`src/rtl/ecc_scrub_pkg.sv`:
```
// Shared types for the ECC scrubber: FSM states, error classes and the
// per-register classification rule.
package ecc_scrub_pkg;

  typedef enum logic [1:0] {
    IDLE,
    SCAN,
    SCRUB,
    SETTLE
  } scrub_state_t;

  typedef enum logic [1:0] {
    ERR_NONE,
    ERR_PAR,
    ERR_SBE,
    ERR_DBE
  } err_kind_t;

  // An uncorrectable error masks any correctable flag on the same register.
  function automatic err_kind_t classify_err(input logic dbe, input logic sbe, input logic par);
    if (dbe)      return ERR_DBE;
    else if (sbe) return ERR_SBE;
    else if (par) return ERR_PAR;
    return ERR_NONE;
  endfunction

endpackage

```
`src/rtl/ecc_scrubber_sat_counter.sv`:
```
// Saturating event counter; a clear coincident with an event loads 1 so
// the event is not lost.
module sat_counter #(
  parameter int W = 16
) (
  input  logic         clk,
  input  logic         reset_b,
  input  logic         inc,
  input  logic         clr,
  output logic [W-1:0] cnt
);

  logic [W-1:0] cnt_q, cnt_d;

  always_comb begin
    // NOTE: default first so every path assigns cnt_d and no latch is inferred.
    cnt_d = cnt_q;
    if (clr)                    cnt_d = inc ? W'(1) : '0;
    else if (inc && cnt_q != '1) cnt_d = cnt_q + 1'b1;
  end

  always_ff @(posedge clk or negedge reset_b) begin
    // NOTE: non-blocking assignments for all sequential state.
    if (!reset_b) cnt_q <= '0;
    else          cnt_q <= cnt_d;
  end

  assign cnt = cnt_q;

endmodule

```
`src/rtl/ecc_scrubber.sv`:
```
// Background scrub controller: walks the ecc_reg array one register per cycle,
// rewrites correctable words and logs uncorrectable ones.
module ecc_scrubber
  import ecc_scrub_pkg::*;
#(
  parameter int  NUM_REGS     = 100,
  parameter int  NUM_REG_BITS = 8,
  parameter int  CNT_W        = 16,
  localparam int IDX_W        = (NUM_REGS > 1) ? $clog2(NUM_REGS) : 1
) (
  input  logic                    clk,
  input  logic                    reset_b,
  input  logic                    scan_en,
  input  logic                    clr,
  input  logic [NUM_REG_BITS-1:0] reg_dout [NUM_REGS],
  input  logic [NUM_REGS-1:0]     single_bit_err,
  input  logic [NUM_REGS-1:0]     double_bit_err,
  input  logic [NUM_REGS-1:0]     parity_bit_err,
  output logic [NUM_REGS-1:0]     scrub_w_en,
  output logic [NUM_REG_BITS-1:0] scrub_w_din,
  output logic [CNT_W-1:0]        sbe_cnt,
  output logic [CNT_W-1:0]        dbe_cnt,
  output logic [IDX_W-1:0]        last_err_idx,
  output logic                    dbe_irq,
  output logic                    sweep_done,
  output logic                    busy
);

  scrub_state_t            state_q, state_d;
  logic [IDX_W-1:0]        idx_q, idx_d, idx_next;
  logic [NUM_REGS-1:0]     w_en_q, w_en_d;
  logic [NUM_REG_BITS-1:0] w_din_q, w_din_d;
  logic [IDX_W-1:0]        last_idx_q, last_idx_d;
  logic                    irq_q, irq_d;
  logic                    done_q, done_d;
  logic                    wrap;
  logic                    sbe_inc, dbe_inc;
  err_kind_t               err_kind;

  assign wrap     = (idx_q == IDX_W'(NUM_REGS - 1));
  assign idx_next = wrap ? '0 : idx_q + 1'b1;
  assign err_kind = classify_err(double_bit_err[idx_q], single_bit_err[idx_q],
                                 parity_bit_err[idx_q]);

  always_comb begin
    state_d    = state_q;
    idx_d      = idx_q;
    w_en_d     = '0;
    w_din_d    = w_din_q;
    last_idx_d = last_idx_q;
    irq_d      = irq_q;
    done_d     = 1'b0;
    sbe_inc    = 1'b0;
    dbe_inc    = 1'b0;

    case (state_q)
      IDLE: if (scan_en) state_d = SCAN;
      SCAN: begin
        if (!scan_en) begin
          state_d = IDLE;
        end else begin
          case (err_kind)
            ERR_DBE: begin
              dbe_inc    = 1'b1;
              last_idx_d = idx_q;
              irq_d      = 1'b1;
              idx_d      = idx_next;
              done_d     = wrap;
            end
            ERR_SBE, ERR_PAR: begin
              w_din_d       = reg_dout[idx_q];
              w_en_d[idx_q] = 1'b1;
              state_d       = SCRUB;
            end
            default: begin
              idx_d  = idx_next;
              done_d = wrap;
            end
          endcase
        end
      end
      SCRUB: begin
        sbe_inc = 1'b1;
        state_d = SETTLE;
      end
      SETTLE: begin
        // Flags have refreshed through the ecc_reg stage; move on.
        idx_d   = idx_next;
        done_d  = wrap;
        state_d = scan_en ? SCAN : IDLE;
      end
      default: state_d = IDLE;
    endcase

    if (clr) begin
      irq_d      = dbe_inc;
      last_idx_d = dbe_inc ? idx_q : '0;
    end
  end

  always_ff @(posedge clk or negedge reset_b) begin
    if (!reset_b) begin
      state_q    <= IDLE;
      idx_q      <= '0;
      w_en_q     <= '0;
      w_din_q    <= '0;
      last_idx_q <= '0;
      irq_q      <= 1'b0;
      done_q     <= 1'b0;
    end else begin
      state_q    <= state_d;
      idx_q      <= idx_d;
      w_en_q     <= w_en_d;
      w_din_q    <= w_din_d;
      last_idx_q <= last_idx_d;
      irq_q      <= irq_d;
      done_q     <= done_d;
    end
  end

  sat_counter #(.W(CNT_W)) u_sbe_cnt (
    .clk     (clk),
    .reset_b (reset_b),
    .inc     (sbe_inc),
    .clr     (clr),
    .cnt     (sbe_cnt)
  );

  sat_counter #(.W(CNT_W)) u_dbe_cnt (
    .clk     (clk),
    .reset_b (reset_b),
    .inc     (dbe_inc),
    .clr     (clr),
    .cnt     (dbe_cnt)
  );

  assign scrub_w_en   = w_en_q;
  assign scrub_w_din  = w_din_q;
  assign last_err_idx = last_idx_q;
  assign dbe_irq      = irq_q;
  assign sweep_done   = done_q;
  assign busy         = (state_q != IDLE);

endmodule

```
`config.mk`:
```
export PLATFORM = sky130hd
export DESIGN_NAME = ecc_scrubber
export DESIGN_NICKNAME = d
export VERILOG_FILES = /design/src/rtl/ecc_scrub_pkg.sv /design/src/rtl/ecc_scrubber_sat_counter.sv /design/src/rtl/ecc_scrubber.sv
export SDC_FILE = /design/constraint.sdc
export NUM_CORES = 1
export LEC_CHECK = 0
export BUFFER_PORTS_ARGS = -buffer_cell sky130_fd_sc_hd__buf_2
export CAP_MARGIN = 0
export CORE_AREA = 2 2 483 485
export DETAILED_ROUTE_END_ITERATION = 7
export DIE_AREA = 0 0 485 487
export GPL_TIMING_DRIVEN = 0
export PLACE_DENSITY_LB_ADDON = 0.25
export SLEW_MARGIN = 40
export SYNTH_ARGS = -nofsm -noshare
export SYNTH_HDL_FRONTEND = slang
export SYNTH_SLANG_ARGS = --single-unit
export TNS_END_PERCENT = 30
```
`constraint.sdc`:
```
create_clock -name clk -period 10.5 [get_ports clk]
set_input_delay 1.05 -clock clk [delete_from_list [all_inputs] [get_ports clk]]
set_output_delay 1.05 -clock clk [all_outputs]
set_load 0.05 [all_outputs]
```
* Yosys cells after proc, flatten, opt, wreduce, memory -nomap -nowiden
Index checks and enable logic that the tools add are counted.
Word-level totals: logic and storage cells 97, bits of input ports 1104, flip-flop bits (word level) 158, output and inout port bits 150
Cells by class: muxes and demuxes 52, add/subtract/negate cells 3, order comparisons 3, reductions and logical operators 16, bitwise operators 1, eq/ne operators 13
Operator list (number):
- 2-to-1 mux 100 bit | 3
- 2-to-1 mux 16 bit | 4
- binary-select mux 8 bit (select 7 bit) | 1
- 2-to-1 mux 7 bit | 8
- adder 16 x 1 -> 16 bit, second input constant | 2
- != test 16 bit, second input constant | 2
- binary-select mux 1 bit (select 7 bit) | 3
- 2-to-1 mux 1 bit | 20
- 2-to-1 mux 8 bit | 2
- 2-to-1 mux 2 bit | 7
- one-hot mux 7 bit (2 select lines) | 1
- nonzero test 2 bit | 7
- AND reduction 3 bit | 3
- equality test 2 bit, second input constant | 4
- >= comparator 8 bit, second input constant | 1
- < comparator 7 x 8 -> 1 bit, second input constant | 1
- inverter 7 -> 8 bit | 1
- one-hot mux 2 bit (4 select lines) | 1
- adder 7 x 1 -> 7 bit, second input constant | 1
- demux 1 bit (select 7 bit) | 1
- equality test 7 bit, second input constant | 1
- >= comparator 7 x 1 -> 1 bit, second input constant | 1
- != test 2 bit, second input constant | 3
- equality test 2 x 1 -> 1 bit, second input constant | 2
- 6 further kinds | 8

* Longest topological paths before layout
Gate-level depths: netlist of run 1.
depth in word-level cells 13, mapped depth 19, mapped depth without buffers 14

* Cells and area by module
From an unflattened synthesis of run 1, not the netlist that was laid out.
Second synthesis, totals: cell total of the unflattened synthesis 1635, area total of the unflattened synthesis 15135.8 µm²
By module, submodules not included:
- ecc_scrubber | times used 1, cells each 1437, area each 13286.5 µm², seq. area each 3153.0 µm²
- sat_counter | times used 2, cells each 99, area each 924.6 µm², seq. area each 400.4 µm²

* Least setup slack after synthesis of run 1
No wires, ideal clock.
path type input to register, start input port double_bit_err[48], end register w_en_q[43] (netlist: scrub_w_en[43]), library setup time 0.132 ns, path slack 6.525 ns, data required time 10.368 ns, path buffers 2, arrival 3.843 ns, stages on the path 12, cell sequence mux2_4 a221oi_2 a22oi_1 a311o_1 a2111o_1 or2_1 ha_1 and3_1 clkbuf_1 nand2_1 clkbuf_1 nor2_1
Between the ends: word-level cells in the longest chain between the ends 9, elaborated cells between the ends (all ways) 11, classes of those cells eq/ne: 2; mux: 8; reduce/logical: 1
Ends and longest elaborated chain:
- from (decl) | RTL line ecc_scrubber.sv:17 | input logic [NUM_REGS-1:0] double_bit_err,
- binary-select mux 1 bit (select 7 bit) (*) | RTL line ecc_scrubber.sv:42 | assign err_kind = classify_err(double_bit_err[idx_q], single_bit_err[idx_q],
- 2-to-1 mux 1 bit (not written as such) (*) | RTL line ecc_scrubber.sv:42
- 2-to-1 mux 2 bit / 2-to-1 mux 1 bit (equally long branches) | RTL line ecc_scrub_pkg.sv:21 | if (dbe) return ERR_DBE;
- 2-to-1 mux 2 bit (*) | RTL line ecc_scrub_pkg.sv:24 | return ERR_NONE;
- equality test 2 bit / equality test 2 x 1 -> 1 bit (equally long branches) | RTL line ecc_scrubber.sv:62 | case (err_kind)
- OR reduction 2 bit (*) | RTL line ecc_scrubber.sv:62
- 2-to-1 mux 100 bit (*) | RTL line ecc_scrubber.sv:62
- 2-to-1 mux 100 bit (*) | RTL line ecc_scrubber.sv:59 | if (!scan_en) begin
- 2-to-1 mux 100 bit (*) | RTL line ecc_scrubber.sv:56 | case (state_q)
- via w_en_d[43] | RTL line ecc_scrubber.sv:31 | logic [NUM_REGS-1:0] w_en_q, w_en_d;
- to (signal assigned) | RTL line ecc_scrubber.sv:113 | w_en_q <= w_en_d;
- to (decl) | RTL line ecc_scrubber.sv:31
Mark *: on every way through the listed nets, which the timed path passes. The rest lies on a longest branch. The select of a mux whose other input is x is not followed. A chain may end at the register's enable or synchronous reset.

* Worst setup path in the final report of run 1
start register idx_q[0], end register u_dbe_cnt.cnt_q[14] (netlist: u_dbe_cnt.cnt[14])
Between the ends: word-level cells in the longest chain between the ends 12, elaborated cells between the ends (all ways) 18, classes of those cells eq/ne: 1; mux: 15; reduce/logical: 2
Ends and longest elaborated chain:
- from (decl) | RTL line ecc_scrubber.sv:30 | logic [IDX_W-1:0] idx_q, idx_d, idx_next;
- from (signal assigned) | RTL line ecc_scrubber.sv:112 | idx_q <= idx_d;
- binary-select mux 1 bit (select 7 bit) | RTL line ecc_scrubber.sv:43 | parity_bit_err[idx_q]);
- 2-to-1 mux 1 bit (not written as such) | RTL line ecc_scrubber.sv:43
- 2-to-1 mux 1 bit | RTL line ecc_scrub_pkg.sv:23 | else if (par) return ERR_PAR;
- 2-to-1 mux 1 bit | RTL line ecc_scrub_pkg.sv:22 | else if (sbe) return ERR_SBE;
- 2-to-1 mux 1 bit | RTL line ecc_scrub_pkg.sv:21
- 2-to-1 mux 2 bit (*) | RTL line ecc_scrub_pkg.sv:24
- equality test 2 bit (*) | RTL line ecc_scrubber.sv:62
- 2-to-1 mux 1 bit (*) | RTL line ecc_scrubber.sv:62
- 2-to-1 mux 1 bit (*) | RTL line ecc_scrubber.sv:59
- 2-to-1 mux 1 bit (*) | RTL line ecc_scrubber.sv:56
- logical AND 1 bit (*) | RTL line ecc_scrubber_sat_counter.sv:19 | else if (inc && cnt_q != '1) cnt_d = cnt_q + 1'b1;
- nonzero test 2 bit (no line) (*)
- to (signal assigned) | RTL line ecc_scrubber_sat_counter.sv:25 | else cnt_q <= cnt_d;
- to (decl) | RTL line ecc_scrubber_sat_counter.sv:13 | logic [W-1:0] cnt_q, cnt_d;
Every way passes the cells marked *; elsewhere a longest branch is shown, timed or not. The select of a mux whose other input is x is not followed.

==> results.yml, run 1 <==
yosys:
  async_flop_share: 1.00
  syn_nets: 2840
  synthCells: 1732
  yosysTopAreaCell: "dfrtp_1"
  synth_area_leaders: "dfrtp_1 (26%), mux2i_1 (14%), mux4_2 (10%)"
  synth.top_cells.by_count: "nor2_1 (226), mux2i_1 (218), a21oi_1 (158), dfrtp_1 (158), o21ai_0 (148)"
  ys.flop_type: "dfrtp_1"
  synth_most_common_cell: "nor2_1"
  yosysSeqAreaShare: 0.259
  synthDistinctLibCells: 66
  ys_ff_latch: 158
  synth_edf_count: 0
  synth.avg_cell_area_um2: 8.82
  synth_top_area_share: 0.259
  synth_area_um2: 15300
  yosysWarnings: 0
finish:
  drive_gt1_frac: 0.541
  final_nets: 4167
  area_growth_pct: 81.3
clock_tree:
  post_cts_resized: 0
  clockBufferDepth: 2
  cts_max_level: 4
  cts_tree: "done"
  clk_pin_slew_ps: 100
  cts_made_buffers: 17
  root_buffer: "clkbuf_16"
  post_cts_buffers: 0
  clock_latency_ps: 500
  cts_num_sinks: 158
  hold_buffers: 0
sta:
  fmax_mhz: 147
  setup_violations: 0
  tightestPinTransition_ps: 987
  hold_ws_ps: 489
  rsz0062_at_grt: "false"
  layout_min_cycle_time_ps: 6790
  period_share: 0.647
  hold_viol: 0
  finClkSkew_ps: 35.3
  maxSlewViolCount: 0
  slew_headroom: 0.323
  tns_ps: 0
detailed_routing:
  via_per_inst: 3.69
  drc: 0
  wl_per_cell_um: 42.1
  antenna_left: 0
  wl_um: 260000
  drt_iter0_markers: 1657
  drt_first_pass_iters: 5
  vias: 22800
pwr:
  p_leak_uw: 0.0124
  peakVddDrop_mv: 0.140
  power_density_nw_per_um2: 312
grt:
  grt_overflow_total: 0
  grt_pass1_wl_um: 307000
  track_usage: 0.212
  antenna_found_initial: 186
  grt_pass1_vias: 22900
  grt_max_degree: 55
critical_path:
  ff2ff_path_depth: 18
  worstSetupStartpoint: "idx_q[0]$_DFFE_PN0P_"
  critical_path.max_fanout: 11
  crit_type: "flop to flop"
  cp.arrival_ps: 7130
  r2r-start: "idx_q[0]$_DFFE_PN0P_"
  required_ps: 10850
  regToRegSetupSlack_ps: 3710
  critPathCaptureType: "flop"
  crit_path_start_kind: "flop"
  timing.rr.end: "u_dbe_cnt.cnt[14]$_DFFE_PN0P_"
placed_design:
  port_buffers: 1252
  place_hpwl_um: 220000
  gp_congestion: 0.838
hold_path:
  hold_class: "input pin to async pin"
floorplanning:
  initial_core_util: 0.0660
  rows: 177
  die_y_um: 487
  io_pins: 1254
  coreArea_um2: 231000
  die_x_um: 485
  dieArea_um2: 236000
status:
  status: "completed"
job:
  drv_cap: 0
flip-flops by register name, indices dropped and copies added (netlist names), named ones only:
name           count
u_sbe_cnt.cnt     16
scrub_w_din        8
scrub_w_en       100
idx_q              7
sweep_done         1
dbe_irq            1
last_err_idx       7
state_q            1
u_dbe_cnt.cnt     16
placed cells by master, fill, tap and decap left out, types with 8 or more instances in the layout:
cell type     n
mux2i_1     209
a21oi_1     155
a22o_1       10
mux2_2       53
nor2_1      221
buf_4        35
and2_1        8
clkbuf_2     30
o2bb2ai_1    50
nor3_1        8
clkbuf_16    17
clkbuf_1     17
nand4_1      26
o21ai_0     137
mux4_2       69
nor2b_1      11
xor2_1       22
a221oi_1     55
buf_16       23
mux2i_2       8
buf_12       19
nand2_1     109
buf_6        23
a221o_1      10
buf_2      1299
and3_1       12
o211ai_1     19
o21ai_1      10
xnor2_1       9
a22oi_1      39
dfrtp_1     158
diode_2      74
nand3_1      28
clkbuf_4     25
area by class of cell:
cell class                 count  area (um2)
multi-input combinational   1402       10600
timing repair buffer        1308        7430
tap                         3043        3810
sequential                   158        3950
fill                       27000      204000
inverter                       4        15.0
clock inverter                15         170
buffer                       168        1090
clock buffer                  17         425
antenna                       74         185
worst max path at each step:
stage | slack [ps] | cells after the start | to
6_report | 3710 | 18 | u_dbe_cnt.cnt[14]$_DFFE_PN0P_
4_1_cts | 3390 | 18 | u_dbe_cnt.cnt[14]$_DFFE_PN0P_
2_1_floorplan | 6520 | 12 | scrub_w_en[43]$_DFF_PN0_
5_1_grt | 3390 | 18 | u_dbe_cnt.cnt[14]$_DFFE_PN0P_
3_5_place_dp | 3430 | 18 | u_dbe_cnt.cnt[14]$_DFFE_PN0P_
3_3_place_gp | 1610 | 12 | scrub_w_en[0]$_DFF_PN0_
layer usage:
metal	GRT usage	wire length, um	vias up
li1	-	-	9378
met1	0.268	110000	11400
met2	0.356	122000	1672
met3	0.0429	17600	369
met4	0.0718	10100	30
met5	0	204	-
power by group:
group | internal, uW | switching, uW | total, uW | leakage [uW]
Clock | 321 | 345 | 667 | 0.000294
Sequential | 653 | 40.2 | 693 | 0.00218
Combinational | 1870 | 5400 | 7270 | 0.00989
Total | 2850 | 5780 | 8630 | 0.0124
critical path, stage by stage (launching register included):
cell       delay [ps]
dfrtp_1           520
buf_6             260
buf_6             270
buf_4             540
buf_4             630
buf_4             560
mux2i_1           240
o21ai_0           140
a22oi_2           540
o2111ai_1         230
o21bai_1          370
ha_1              210
and3_1            160
clkbuf_1          600
o21ai_0           450
nor3_1            390
nand4_1           170
xor2_1            150
nor2_1             50
cells by family (layout without fill, tap and decap cells):
| logic type | count (synthesis) | in the layout | share of synthesized area |
|---|---|---|---|
| xor+xnor | 31 | 31 | 0.0178 |
| simple gates | 463 | 463 | 0.133 |
| compound gates | 563 | 563 | 0.241 |
| other cells | 0 | 74 | 0 |
| buf+inv | 172 | 1512 | 0.0609 |
| mux | 341 | 341 | 0.285 |
| flops | 158 | 158 | 0.259 |
| fa+ha+maj | 4 | 4 | 0.00328 |
metrics by stage:
stage               area, um2  instances  power (uW)  setup slack (ps)   util
floorplan               15300       1732        3170              6520      -
global placement        25300       6027        7720              1610  0.110
detailed placement      26900       6082        8190              3430  0.116
CTS                     27500       6114        8900              3390  0.119
global route            27600       6139        8930              3390  0.119
finish                  27700       6189        8630              3710  0.120
No activity file was read; power rests on OpenSTA's default activity.
==> run 2, diff against run 1 <==
CORE_AREA = 2 2 492 494   (was 2 2 483 485)
DIE_AREA = 0 0 494 496   (was 0 0 485 487)
clock period = 6.8 ns   (was 10.5 ns; I/O delays follow)
==> run 2 against run 1 <==
  * Clock-buffer cell count unchanged
  * Global-route usage down 0.20 points
  * Final cell count up 2.3%
  * Combinational power up 58%
  * Sequential power up 54%
  * First-iteration DRC count up 0.84%
  * Critical path type unchanged
  * Largest cell class unchanged
  * Highest routed layer unchanged
==> results.yml, run 2 (synthesis gave the netlist of run 1 again) <==
status:
  status: "completed"
detailed_routing:
  vias: 22900
  wl_um: 267000
  drt_iter0_markers: 1671
  via_per_inst: 3.62
  antenna_left: 0
  wl_per_cell_um: 42.3
  drc: 0
  drt_first_pass_iters: 5
critical_path:
  crit_path_start_kind: "flop"
  cp.arrival_ps: 6450
  crit_type: "flop to flop"
  required_ps: 7160
  critPathCaptureType: "flop"
  critical_path.max_fanout: 11
floorplanning:
  die_x_um: 494
  rows: 180
  coreArea_um2: 240000
  initial_core_util: 0.0637
  dieArea_um2: 245000
  io_pins: 1254
  die_y_um: 496
finish:
  mostFrequentLayoutCells: "buf_2 (1,298), nor2_1 (221), mux2i_1 (206), dfrtp_1 (158), a21oi_1 (153)"
  fin_area_um2: 28100
  multiInputGateArea_um2: 10700
  largest_register_ffs: 100
  mostFrequentLayoutCell: "buf_2"
  seq_area_um2: 3950
  drive_gt1_frac: 0.545
  final_nets: 4177
  num-fill-cells: 28000
  area_growth_pct: 84.1
  layout.cells.non_filler: 6329
grt:
  grt_pass1_vias: 23000
  grt_pass1_wl_um: 313000
  track_usage: 0.210
  grt_max_degree: 64
  antenna_found_initial: 169
  grt_overflow_total: 0
pwr:
  p_int_uw: 4540
  sequentialPowerShare: 0.078
  power_density_nw_per_um2: 486
  switchingPower_uw: 9120
  p_sw_frac: 0.668
  peakVddDrop_mv: 0.168
  pwr-share-clk: 0.079
  p_leak_uw: 0.0125
  p_comb_frac: 0.842
  total_power_uw: 13700
sta:
  setup_ws_ps: 708
  rsz0062_at_grt: "false"
  layout_min_cycle_time_ps: 6090
  fmax_mhz: 164
  period_share: 0.896
  maxSlewViolCount: 0
  hold_ws_ps: 40.1
  slew_headroom: 0.315
  setup_violations: 0
  finClkSkew_ps: 21.8
  hold_viol: 0
  tightestPinTransition_ps: 998
placed_design:
  placed_area_um2: 27300
  gp_congestion: 0.864
  port_buffers: 1252
  place_inst: 6236
  place_hpwl_um: 227000
  pre_cts_ws_ps: -44.0
clock_tree:
  cts_made_buffers: 17
  hold_buffers: 0
  cts_num_sinks: 158
  clockBufferDepth: 2
  cts_max_level: 4
  cts_tree: "done"
  clk_pin_slew_ps: 90
  clock_latency_ps: 490
  root_buffer: "clkbuf_16"
hold_path:
  hold_class: "input pin to async pin"
job:
  drv_cap: 0
[run 2: cell types whose count changed in the layout (fill, tap and decap cells not counted), moves of 3 or more]
cell	change
mux2i_1	-3
clkbuf_1	-3
mux2i_2	+3
o21ai_0	+3
o21ai_1	-3
buf_16	+6
buf_6	+3
buf_8	+4
clkbuf_2	+4
diode_2	-12
[run 2: worst paths after layout]
| kind | startpoint | endpoint | slack [ps] | cells after the start |
|---|---|---|---|---|
| max | idx_q[2]$_DFFE_PN0P_ | u_dbe_cnt.cnt[10]$_DFFE_PN0P_ | 710 | 19 |
| min | reset_b | scrub_w_en[29]$_DFF_PN0_ | 40 | 1 |
| min in group clk | dbe_irq$_DFFE_PN0P_ | dbe_irq$_DFFE_PN0P_ | 500 | 1 |
| max in group asynchronous | reset_b | last_err_idx[1]$_DFFE_PN0P_ | 5570 | 4 |
| max reg2reg | idx_q[2]$_DFFE_PN0P_ | u_dbe_cnt.cnt[10]$_DFFE_PN0P_ | 710 | 19 |
| min reg2reg | dbe_irq$_DFFE_PN0P_ | dbe_irq$_DFFE_PN0P_ | 500 | 1 |
[run 2: stage by stage]
| stage | utilization | setup TNS (ps) |
|---|---|---|
| 2_1_floorplan | - | 0 |
| 3_3_place_gp | 0.106 | -264780 |
| 3_5_place_dp | 0.114 | -69.5 |
| 4_1_cts | 0.117 | 0 |
| 5_1_grt | 0.117 | 0 |
| 6_report | 0.117 | 0 |
[run 2: power by group through the flow]
stage | registers (uW) | clock network (uW) | logic [uW]
2_1_floorplan | 1230 | 0 | 3670
3_3_place_gp | 1080 | 0 | 11000
3_5_place_dp | 1090 | 0 | 11900
4_1_cts | 1070 | 1130 | 11900
5_1_grt | 1080 | 1150 | 11900
6_report | 1070 | 1080 | 11500
[run 2: repair_timing]
item,4_1_cts,5_1_grt
setup endpoints to repair,12,0
buffers inserted,0,0
resized for setup,2,0
[run 2: cell type report]
type	count	share of cell area
diodes	62	0.00552
plain buffers	167	0.0388
clock buffers	17	0.0151
clock inverters	15	0.00632
inverters	4	0.000534
multi-input cells	1402	0.379
flip-flops and latches	158	0.141
well taps	3185	0.142
repair buffers	1319	0.272
[run 2: layer usage]
metal	routed length, um	global-route usage
met1	113000	0.262
met2	124000	0.348
met3	18700	0.0478
met4	12100	0.0802
met5	159	0
[run 2: critical path: stages (launching register included)]
cell	delay [ps]
dfrtp_1	350
buf_2	320
buf_2	450
buf_2	680
clkbuf_4	460
buf_12	200
buf_4	470
o21ai_0	170
nand2_1	130
o21ai_0	250
o2111ai_1	230
or2_1	140
ha_1	130
and3_1	150
clkbuf_1	580
o21ai_0	410
nor2_1	340
and4_1	250
xnor2_1	110
nor2_1	50
==> run 3, diff against run 2 <==
CELL_PAD_IN_SITES_DETAIL_PLACEMENT = 1   (was not set)
CELL_PAD_IN_SITES_GLOBAL_PLACEMENT = 2   (was not set)
CORE_AREA = 2 2 488 490   (was 2 2 492 494)
DIE_AREA = 0 0 490 492   (was 0 0 494 496)
==> run 3 against run 2 <==
  * Non-clock buffer count rose by 4
  * First-iteration DRC count fell by 2.9%
  * Critical path type unchanged
  * Clock power fell by 5%
  * Largest power group unchanged
  * Global-route usage fell by 0.21 points
==> results.yml, run 3 (synthesis gave the netlist of run 1 again) <==
placed_design:
  placed_area_um2: 27300
  pre_cts_ws_ps: -133
  port_buffers: 1252
  gp_congestion: 0.850
  place_inst: 6220
  place_hpwl_um: 219000
sta:
  hold_viol: 0
  period_share: 0.946
  rsz0062_at_grt: "false"
  slew_headroom: 0.374
  setup_ws_ps: 365
  setup_violations: 0
  maxSlewViolCount: 0
  finClkSkew_ps: 30.4
  tightestPinTransition_ps: 939
  fmax_mhz: 155
  layout_min_cycle_time_ps: 6440
clock_tree:
  post_cts_buffers: 0
  hold_buffers: 0
  cts_max_level: 4
  root_buffer: "clkbuf_16"
  clockBufferDepth: 2
  clock_latency_ps: 490
  clk_pin_slew_ps: 90
  cts_num_sinks: 158
  cts_made_buffers: 17
  post_cts_resized: 1
  cts_tree: "done"
critical_path:
  timing.rr.end: "u_dbe_cnt.cnt[14]$_DFFE_PN0P_"
  regToRegSetupSlack_ps: 360
  crit_type: "flop to flop"
  r2r-start: "idx_q[1]$_DFFE_PN0P_"
  critPathCaptureType: "flop"
  required_ps: 7140
  cp.arrival_ps: 6780
  crit_path_start_kind: "flop"
  critical_path.max_fanout: 10
  ff2ff_path_depth: 17
floorplanning:
  die_y_um: 492
  io_pins: 1254
  rows: 179
  coreArea_um2: 236000
  dieArea_um2: 241000
  die_x_um: 490
  initial_core_util: 0.0646
detailed_routing:
  wl_um: 259000
  drt_first_pass_iters: 5
  drt_iter0_markers: 1623
  vias: 22000
  via_per_inst: 3.50
  wl_per_cell_um: 41.2
  drc: 0
  antenna_left: 0
finish:
  mostFrequentLayoutCell: "buf_2"
  fin_area_um2: 28000
  mostFrequentLayoutCells: "buf_2 (1,304), nor2_1 (221), mux2i_1 (218), dfrtp_1 (158), a21oi_1 (156)"
  num-fill-cells: 28300
  largest_register_ffs: 100
  area_growth_pct: 83.7
  drive_gt1_frac: 0.541
  layout.cells.non_filler: 6294
  fin_util: 0.119
  final_nets: 4181
grt:
  grt_overflow_total: 0
  grt_pass1_vias: 23400
  track_usage: 0.207
  antenna_found_initial: 155
  grt_pass1_wl_um: 310000
  grt_max_degree: 65
job:
  drv_cap: 0
pwr:
  p_leak_uw: 0.0125
  power_density_nw_per_um2: 478
  peakVddDrop_mv: 0.171
  total_power_uw: 13400
status:
  status: "completed"
hold_path:
  hold_class: "input pin to async pin"
## run 3: cell types whose count changed in the layout (fill, tap and decap cells not counted), moves of 4 or more
cell	before	now
mux2i_2	11	0
mux2i_1	206	218
buf_12	18	13
diode_2	62	41
buf_16	29	38
buf_8	9	4
buf_2	1298	1304
clkbuf_2	34	38
## run 3: worst max path at each step
stage / startpoint / end / slack, ps / cells after the start
after CTS: idx_q[0]$_DFFE_PN0P_ / u_dbe_cnt.cnt[14]$_DFFE_PN0P_ / 50 / 18
final: idx_q[1]$_DFFE_PN0P_ / u_dbe_cnt.cnt[14]$_DFFE_PN0P_ / 360 / 17
after global routing: idx_q[1]$_DFFE_PN0P_ / u_dbe_cnt.cnt[12]$_DFFE_PN0P_ / 50 / 17
after floorplan: double_bit_err[48] / scrub_w_en[43]$_DFF_PN0_ / 3190 / 12
after detailed placement: idx_q[0]$_DFFE_PN0P_ / u_dbe_cnt.cnt[14]$_DFFE_PN0P_ / -130 / 18
after global placement: idx_q[3]$_DFFE_PN0P_ / scrub_w_en[0]$_DFF_PN0_ / -2190 / 12
## run 3: through the flow
stage	TNS, ps	hold slack (ps)
global route	0	80.8
floorplan	0	384
global placement	-196140	460
detailed placement	-487	470
finish	0	89.5
CTS	0	62.3
## run 3: layout make-up
cell class / instances / area [um2] / area share
diodes: 41 / 103 / 0.00366
plain buffers: 168 / 1090 / 0.0387
clock buffers: 18 / 439 / 0.0157
clock inverters: 14 / 154 / 0.00549
inverters: 4 / 15.0 / 0.000535
multi-input cells: 1402 / 10600 / 0.377
flip-flops and latches: 158 / 3950 / 0.141
well taps: 3167 / 3960 / 0.141
repair buffers: 1322 / 7750 / 0.276
## run 3: worst max-delay path, stage by stage, from the launching register on
cell	delay, ps
dfrtp_1	520
buf_4	350
buf_2	520
buf_2	620
buf_4	650
clkbuf_4	610
o41ai_1	160
a31o_2	260
and4_1	270
o21bai_1	170
ha_1	160
and3_1	140
clkbuf_1	560
o21ai_0	410
nor3_1	400
nand4_1	160
xor2_1	150
nor2_1	50
## run 3: routing by layer
metal  vias to the layer above  track usage  part of all wire
li1                       9364            -                 -
met1                     11000        0.268              0.43
met2                      1364        0.359              0.48
met3                       209       0.0392             0.066
met4                        48       0.0366             0.021
met5                         -            0            0.0011
## run 3: report_power, final
| group | internal (uW) | switching [uW] | total [uW] |
|---|---|---|---|
| Sequential | 1010 | 60.2 | 1070 |
| Combinational | 3050 | 8240 | 11300 |
| Clock | 505 | 526 | 1030 |
| Total | 4570 | 8830 | 13400 |
